[src/rtl/muldiv_ex_pkg.sv]
// Shared opcodes, FSM encoding and opcode classifiers for the RV32M execute unit.
// Opcode values match the EX-stage ALU control decoder.
package muldiv_ex_pkg;

    localparam int MD_XLEN    = 32;
    localparam int MD_ALUOP_W = 5;

    typedef enum logic [MD_ALUOP_W-1:0] {
        ALU_ADD    = 5'd0,
        ALU_SUB    = 5'd1,
        ALU_SLL    = 5'd2,
        ALU_SLT    = 5'd3,
        ALU_SLTU   = 5'd4,
        ALU_XOR    = 5'd5,
        ALU_SRL    = 5'd6,
        ALU_SRA    = 5'd7,
        ALU_OR     = 5'd8,
        ALU_AND    = 5'd9,
        ALU_LUI    = 5'd10,
        ALU_MUL    = 5'd16,
        ALU_MULH   = 5'd17,
        ALU_MULHSU = 5'd18,
        ALU_MULHU  = 5'd19,
        ALU_DIV    = 5'd20,
        ALU_DIVU   = 5'd21,
        ALU_REM    = 5'd22,
        ALU_REMU   = 5'd23
    } aluop_e;

    typedef enum logic [2:0] {
        ST_IDLE = 3'd0,
        ST_MUL  = 3'd1,
        ST_DIV  = 3'd2,
        ST_FIX  = 3'd3,
        ST_DONE = 3'd4
    } state_e;

    function automatic logic is_mul_op(input logic [MD_ALUOP_W-1:0] op);
        return (op == ALU_MUL) || (op == ALU_MULH) || (op == ALU_MULHSU) || (op == ALU_MULHU);
    endfunction

    function automatic logic is_div_op(input logic [MD_ALUOP_W-1:0] op);
        return (op == ALU_DIV) || (op == ALU_DIVU) || (op == ALU_REM) || (op == ALU_REMU);
    endfunction

    function automatic logic is_signed_div(input logic [MD_ALUOP_W-1:0] op);
        return (op == ALU_DIV) || (op == ALU_REM);
    endfunction

    function automatic logic returns_quot(input logic [MD_ALUOP_W-1:0] op);
        return (op == ALU_DIV) || (op == ALU_DIVU);
    endfunction

    function automatic logic mul_a_signed(input logic [MD_ALUOP_W-1:0] op);
        return (op == ALU_MUL) || (op == ALU_MULH) || (op == ALU_MULHSU);
    endfunction

    function automatic logic mul_b_signed(input logic [MD_ALUOP_W-1:0] op);
        return (op == ALU_MUL) || (op == ALU_MULH);
    endfunction

endpackage

[src/rtl/muldiv_ex_div_iter.sv]
// Restoring divider on unsigned magnitudes: one quotient bit per step, XLEN steps.
// fin_o flags the step that produces the last quotient bit.
module div_iter
    import muldiv_ex_pkg::*;
#(
    parameter int XLEN = MD_XLEN
) (
    input  logic            clock_i,
    input  logic            reset_i,
    input  logic            load_i,
    input  logic            step_i,
    input  logic [XLEN-1:0] dividend_i,
    input  logic [XLEN-1:0] divisor_i,
    output logic [XLEN-1:0] quotient_o,
    output logic [XLEN-1:0] remainder_o,
    output logic            fin_o
);

    localparam int CNT_W = $clog2(XLEN);

    logic [XLEN-1:0]  rem_q, rem_d;
    logic [XLEN-1:0]  quo_q, quo_d;
    logic [XLEN-1:0]  dvs_q, dvs_d;
    logic [CNT_W-1:0] cnt_q, cnt_d;
    logic [XLEN:0]    rem_sh;
    logic [XLEN:0]    trial;

    // quo_q starts as the dividend and shifts quotient bits in from the right
    always_comb begin
        rem_d  = rem_q;
        quo_d  = quo_q;
        dvs_d  = dvs_q;
        cnt_d  = cnt_q;
        rem_sh = {rem_q, quo_q[XLEN-1]};
        trial  = rem_sh - {1'b0, dvs_q};
        if (load_i) begin
            rem_d = '0;
            quo_d = dividend_i;
            dvs_d = divisor_i;
            cnt_d = '0;
        end else if (step_i) begin
            if (!trial[XLEN]) begin
                rem_d = trial[XLEN-1:0];
                quo_d = {quo_q[XLEN-2:0], 1'b1};
            end else begin
                rem_d = rem_sh[XLEN-1:0];
                quo_d = {quo_q[XLEN-2:0], 1'b0};
            end
            cnt_d = cnt_q + CNT_W'(1);
        end
    end

    always_ff @(posedge clock_i or posedge reset_i) begin
        if (reset_i) begin
            rem_q <= '0;
            quo_q <= '0;
            dvs_q <= '0;
            cnt_q <= '0;
        end else begin
            rem_q <= rem_d;
            quo_q <= quo_d;
            dvs_q <= dvs_d;
            cnt_q <= cnt_d;
        end
    end

    assign fin_o       = step_i && (cnt_q == CNT_W'(XLEN - 1));
    assign quotient_o  = quo_q;
    assign remainder_o = rem_q;

endmodule

[src/rtl/muldiv_ex.sv]
// RV32M execute unit: one-cycle multiply, 32-step divide with a sign-fix cycle,
// and immediate answers for divide-by-zero and signed overflow.
module muldiv_ex
    import muldiv_ex_pkg::*;
#(
    parameter int XLEN    = 32,
    parameter int ALUOP_W = 5
) (
    input  logic               clock,
    input  logic               reset,
    input  logic               start,
    input  logic [ALUOP_W-1:0] ALUOp,
    input  logic [XLEN-1:0]    inA,
    input  logic [XLEN-1:0]    inB,
    input  logic               kill,
    output logic               busy,
    output logic               done,
    output logic [XLEN-1:0]    result
);

    localparam logic [XLEN-1:0] INT_MIN = {1'b1, {(XLEN-1){1'b0}}};

    state_e               state_q, state_d;
    logic [ALUOP_W-1:0]   op_q, op_d;
    logic [XLEN-1:0]      a_q, a_d;
    logic [XLEN-1:0]      b_q, b_d;
    logic [XLEN-1:0]      result_q, result_d;

    logic                 is_mul, is_div, is_m;
    logic                 div_zero, div_ovf, special, accept;
    logic [XLEN-1:0]      special_res;
    logic [XLEN-1:0]      mag_a, mag_b;

    logic signed [XLEN:0]     mul_a, mul_b;
    logic signed [2*XLEN+1:0] mul_ea, mul_eb, mul_prod;
    logic [XLEN-1:0]          mul_res;
    logic                     mul_unused;

    logic                 div_load, div_step, div_fin;
    logic [XLEN-1:0]      quo, rem, fix_res;
    logic                 neg_quo, neg_rem;

    assign is_mul = is_mul_op(ALUOp);
    assign is_div = is_div_op(ALUOp);
    assign is_m   = is_mul || is_div;
    assign accept = (state_q == ST_IDLE) && start && !kill && is_m;

    // Cases answered without iterating: divide by zero and INT_MIN / -1
    assign div_zero = (inB == '0);
    assign div_ovf  = is_signed_div(ALUOp) && (inA == INT_MIN) && (inB == '1);
    assign special  = is_div && (div_zero || div_ovf);

    always_comb begin
        special_res = '0;
        if (div_zero) begin
            special_res = returns_quot(ALUOp) ? '1 : inA;
        end else if (div_ovf) begin
            special_res = returns_quot(ALUOp) ? INT_MIN : '0;
        end
    end

    assign mag_a = (is_signed_div(ALUOp) && inA[XLEN-1]) ? ('0 - inA) : inA;
    assign mag_b = (is_signed_div(ALUOp) && inB[XLEN-1]) ? ('0 - inB) : inB;

    // 33-bit extended operands widened to a 66-bit signed product
    assign mul_a      = {mul_a_signed(op_q) & a_q[XLEN-1], a_q};
    assign mul_b      = {mul_b_signed(op_q) & b_q[XLEN-1], b_q};
    assign mul_ea     = {{(XLEN+1){mul_a[XLEN]}}, mul_a};
    assign mul_eb     = {{(XLEN+1){mul_b[XLEN]}}, mul_b};
    assign mul_prod   = mul_ea * mul_eb;
    assign mul_res    = (op_q == ALU_MUL) ? mul_prod[XLEN-1:0] : mul_prod[2*XLEN-1:XLEN];
    assign mul_unused = ^mul_prod[2*XLEN+1:2*XLEN];

    assign div_load = accept && is_div && !special;
    assign div_step = (state_q == ST_DIV);

    div_iter #(.XLEN(XLEN)) u_div_iter (
        .clock_i     (clock),
        .reset_i     (reset),
        .load_i      (div_load),
        .step_i      (div_step),
        .dividend_i  (mag_a),
        .divisor_i   (mag_b),
        .quotient_o  (quo),
        .remainder_o (rem),
        .fin_o       (div_fin)
    );

    assign neg_quo = is_signed_div(op_q) && (a_q[XLEN-1] ^ b_q[XLEN-1]);
    assign neg_rem = is_signed_div(op_q) && a_q[XLEN-1];
    assign fix_res = returns_quot(op_q) ? (neg_quo ? ('0 - quo) : quo)
                                        : (neg_rem ? ('0 - rem) : rem);

    always_ff @(posedge clock or posedge reset) begin
        if (reset) begin
            state_q <= ST_IDLE;
        end else begin
            state_q <= state_d;
        end
    end

    always_comb begin
        state_d = state_q;
        case (state_q)
            ST_IDLE: begin
                if (accept) begin
                    if (is_mul)       state_d = ST_MUL;
                    else if (special) state_d = ST_DONE;
                    else              state_d = ST_DIV;
                end
            end
            ST_MUL:  state_d = kill ? ST_IDLE : ST_DONE;
            ST_DIV:  state_d = kill ? ST_IDLE : (div_fin ? ST_FIX : ST_DIV);
            ST_FIX:  state_d = kill ? ST_IDLE : ST_DONE;
            ST_DONE: state_d = ST_IDLE;
            default: state_d = ST_IDLE;
        endcase
    end

    always_comb begin
        busy = (state_q == ST_MUL) || (state_q == ST_DIV) || (state_q == ST_FIX);
        done = (state_q == ST_DONE);
    end

    // result only moves on the edge that enters DONE
    always_comb begin
        op_d     = op_q;
        a_d      = a_q;
        b_d      = b_q;
        result_d = result_q;
        if (accept) begin
            op_d = ALUOp;
            a_d  = inA;
            b_d  = inB;
        end
        case (state_q)
            ST_IDLE: if (accept && special) result_d = special_res;
            ST_MUL:  if (!kill) result_d = mul_res;
            ST_FIX:  if (!kill) result_d = fix_res;
            default: result_d = result_q;
        endcase
    end

    always_ff @(posedge clock or posedge reset) begin
        if (reset) begin
            op_q     <= '0;
            a_q      <= '0;
            b_q      <= '0;
            result_q <= '0;
        end else begin
            op_q     <= op_d;
            a_q      <= a_d;
            b_q      <= b_d;
            result_q <= result_d;
        end
    end

    assign result = result_q;

endmodule
[config.mk]
export PLATFORM = sky130hd
export DESIGN_NAME = muldiv_ex
export DESIGN_NICKNAME = d
export VERILOG_FILES = /design/src/rtl/muldiv_ex_pkg.sv /design/src/rtl/muldiv_ex_div_iter.sv /design/src/rtl/muldiv_ex.sv
export SDC_FILE = /design/constraint.sdc
export NUM_CORES = 2
export LEC_CHECK = 0
export CORE_MARGIN = 3
export CORE_UTILIZATION = 40
export DETAILED_ROUTE_END_ITERATION = 16
export DONT_BUFFER_PORTS = 1
export GPL_TIMING_DRIVEN = 1
export PLACE_DENSITY = 0.62
export SLEW_MARGIN = 10
export SYNTH_ARGS = -nofsm -noshare
export SYNTH_HDL_FRONTEND = slang
export SYNTH_SLANG_ARGS = --single-unit
[constraint.sdc]
create_clock -name clock -period 13.7 [get_ports clock]
set_clock_uncertainty 0.05 [all_clocks]
set_input_delay 2.74 -clock clock [delete_from_list [all_inputs] [get_ports clock]]
set_output_delay 2.74 -clock clock [all_outputs]
set_load 0.02 [all_outputs]
==> impl_metrics.env <==
export IMPL_cts_setup_buffers=0
export IMPL_final_area_sq_um=53900
export IMPL_grt_usage_pct=22.8
export IMPL_fmax_mhz=106
export IMPL_holdWs_ns=0.424
export IMPL_cts_sinks=205
export IMPL_dp_cells=7322
export IMPL_crit_required_ns=14.08
export IMPL_grt_first_pass_wirelength_um=240000
export IMPL_cts_hold_buf=0
export IMPL_wire_per_inst_um=20.0
export IMPL_start_util_pct=40.4
export IMPL_setup_worst_path_end_class="register"
export IMPL_worstPathArrival_ns=9.79
export IMPL_min_path_type="reg2reg"
export IMPL_path_class="reg2reg"
export IMPL_drtIter0Drc=2897
export IMPL_grt_pass1_vias=41700
export IMPL_vias_per_cell=5.31
export IMPL_outcome="finished, final reports clean"
export IMPL_cp_start_kind="register"
export IMPL_io_buffers=0
export IMPL_finalCritPeriodShare_pct=68.6
export IMPL_die_y_um=365
export IMPL_numCtsBuffers=26
export IMPL_drt_pre_antenna_iters=6
export IMPL_num_rows=131
export IMPL_clock_latency_ns=0.57
export IMPL_cts_root_buf="clkbuf_16"
export IMPL_layout_common_cells="inv_1, fa_1, nand2_1, and2_1, ha_1"
export IMPL_num_vias=39200
export IMPL_setup_viol=0
export IMPL_ctsResizeCount=0
export IMPL_setup_tns_ns=0
export IMPL_syn_area_per_cell_sq_um=8.73
export IMPL_clk_path_buf_depth=3
export IMPL_ys_async_sr_fraction_pct=100
export IMPL_antenna_found_initial=6
export IMPL_drive_gt1_share_pct=3.19
export IMPL_ys_seq_area_share_pct=9.95
export IMPL_syn_inst=5904
export IMPL_rsz0062_at_grt="no"
export IMPL_ys_flop_type="dfrtp_1"
export IMPL_drc=0
export IMPL_ioPinCount=107
export IMPL_cts_tree="done"
export IMPL_postRouteWirelength_um=147000
export IMPL_yosys_warnings=0
export IMPL_max_slew_worst_pin_slew_ns=1.11
export IMPL_maxCapViolations=0
export IMPL_slew_limit_headroom_pct=26.0
export IMPL_ant_nets=0
export IMPL_die_w_um=365
export IMPL_hold_violations=0
export IMPL_gp_congestion=0.940
export IMPL_nets=7139
export IMPL_post_dp_hpwl_um=120000
export IMPL_final_cells=7372
export IMPL_overflow=0
export IMPL_die_area_sq_um=133000
export IMPL_synth_seq_cells=205
export IMPL_drv_slew=0
export IMPL_final_common_cell="inv_1"
export IMPL_grt_max_degree=138
export IMPL_area_delta_synth_final_pct=4.61
export IMPL_cp_max_fo=30
export IMPL_syn_nets=7355
export IMPL_placed_cell_area_sq_um=53000
export IMPL_ys_types=86
export IMPL_synth_area_sq_um=51500
export IMPL_fin_crit_ns=9.40
export IMPL_fp_coreArea_sq_um=128000
export IMPL_h_tree_depth=1
export IMPL_synth_edf_count=0
export IMPL_cts_clk_slew_worst_paths_ns=0.06
[routing by layer]
metal	up-vias	wire, um	global-route usage, %
met5	-	0	0
met4	0	4520	5.90
met3	237	9760	2.90
met2	1296	70200	38.3
met1	20300	63000	31.2
li1	17400	-	-
[critical path, stage by stage, from the launching register on]
cell and delay, ns:
dfrtp_1 0.38, or3b_2 0.54, nor2_2 0.13, buf_4 0.35, nand2_1 0.20, fa_1 0.57, fa_1 0.51, inv_1 0.07
fa_1 0.78, inv_1 0.29, fa_1 0.68, inv_1 0.46, fa_1 0.53, fa_1 0.52, fa_1 0.50, inv_1 0.05
fa_1 0.47, inv_1 0.04, ha_1 0.39, a21o_1 0.23, nor2_1 0.11, nand2_1 0.06, o21ai_0 0.31, o22ai_1 0.15
o21ba_2 0.32, a211o_1 0.14, a21oi_1 0.06, o32a_1 0.35
[Yosys cell counts, drive strengths merged, types with 7 or more instances]
library cell | count | area (sq um)
buf | 23 | 134
and2 | 325 | 2030
xor2 | 83 | 727
nor3 | 35 | 175
inv | 1230 | 4620
or4 | 10 | 78.8
or3 | 17 | 116
a21boi | 7 | 52.6
o21bai | 10 | 75.1
nand3 | 61 | 305
o41ai | 8 | 88.8
o2111ai | 10 | 87.6
nand2 | 1074 | 4030
or2 | 14 | 87.6
a22oi | 10 | 75.1
o22a | 8 | 70.1
ha | 252 | 3150
a221o | 21 | 210
dfrtp | 205 | 5130
nor2b | 13 | 81.3
clkbuf | 298 | 1120
nor4 | 17 | 128
a211oi | 27 | 203
and3 | 15 | 93.8
o21ai | 174 | 878
nor2 | 222 | 841
fa | 1126 | 22500
a21o | 49 | 368
o31ai | 31 | 238
nand4 | 24 | 150
nand2b | 24 | 150
mux2i | 31 | 310
xnor2 | 130 | 1140
a21oi | 166 | 831
o22ai | 14 | 87.6
a31oi | 23 | 144
o211ai | 25 | 188
o21a | 15 | 113
[worst paths after layout]
check	from	end	slack (ns)	depth (start not counted)
max	op_q[2]	result[27]	4.30	27
min in group asynchronous	reset	u_div_iter.dvs_q[12]	2.11	1
max in group asynchronous	reset	b_q[14]	9.92	2
max reg2reg	op_q[2]	result[27]	4.30	27
min	b_q[3]	b_q[3]	0.42	2
min reg2reg	b_q[3]	b_q[3]	0.42	2
[flip-flops by register name (all words and copies together), names as in the netlist]
register and flops:
op_q 5, result 32, u_div_iter.cnt_q 5, a_q 32, u_div_iter.dvs_q 32, state_q 3
u_div_iter.remainder_o 32, u_div_iter.quotient_o 32, b_q 32
[layout make-up]
| class | instances | area [sq um] |
|---|---|---|
| Multi-Input combinational cell | 4148 | 40600 |
| Sequential cell | 205 | 5150 |
| Tap cell | 1662 | 2080 |
| Timing Repair Buffer | 77 | 578 |
| Clock buffer | 34 | 701 |
| Antenna cell | 3 | 7.51 |
| Inverter | 1230 | 4620 |
| Fill cell | 12600 | 73800 |
| Clock inverter | 13 | 186 |
[cells by family (layout without fill, tap and decap cells)]
group           count (synthesis)  count (layout)  share of synthesized area [%]
other cells                     0               3                              0
buf+inv                      1551            1354                           11.4
fa+ha+maj                    1378            1378                           49.8
compound gates                652             652                           8.18
mux                            32              32                          0.624
simple gates                 1873            1873                           16.4
xor+xnor                      213             213                           3.62
flops                         205             205                           9.95
[per-stage QoR]
| stage | utilization (%) | setup slack, ns |
|---|---|---|
| floorplan | - | 5.07 |
| global placement | 41.5 | 4.44 |
| detailed placement | 41.5 | 4.29 |
| CTS | 42.2 | 4.29 |
| global route | 42.2 | 3.77 |
| finish | 42.2 | 4.30 |
Power is not shown: default switching activity piles up to over one toggle a cycle in this logic, so the estimate is an artifact.
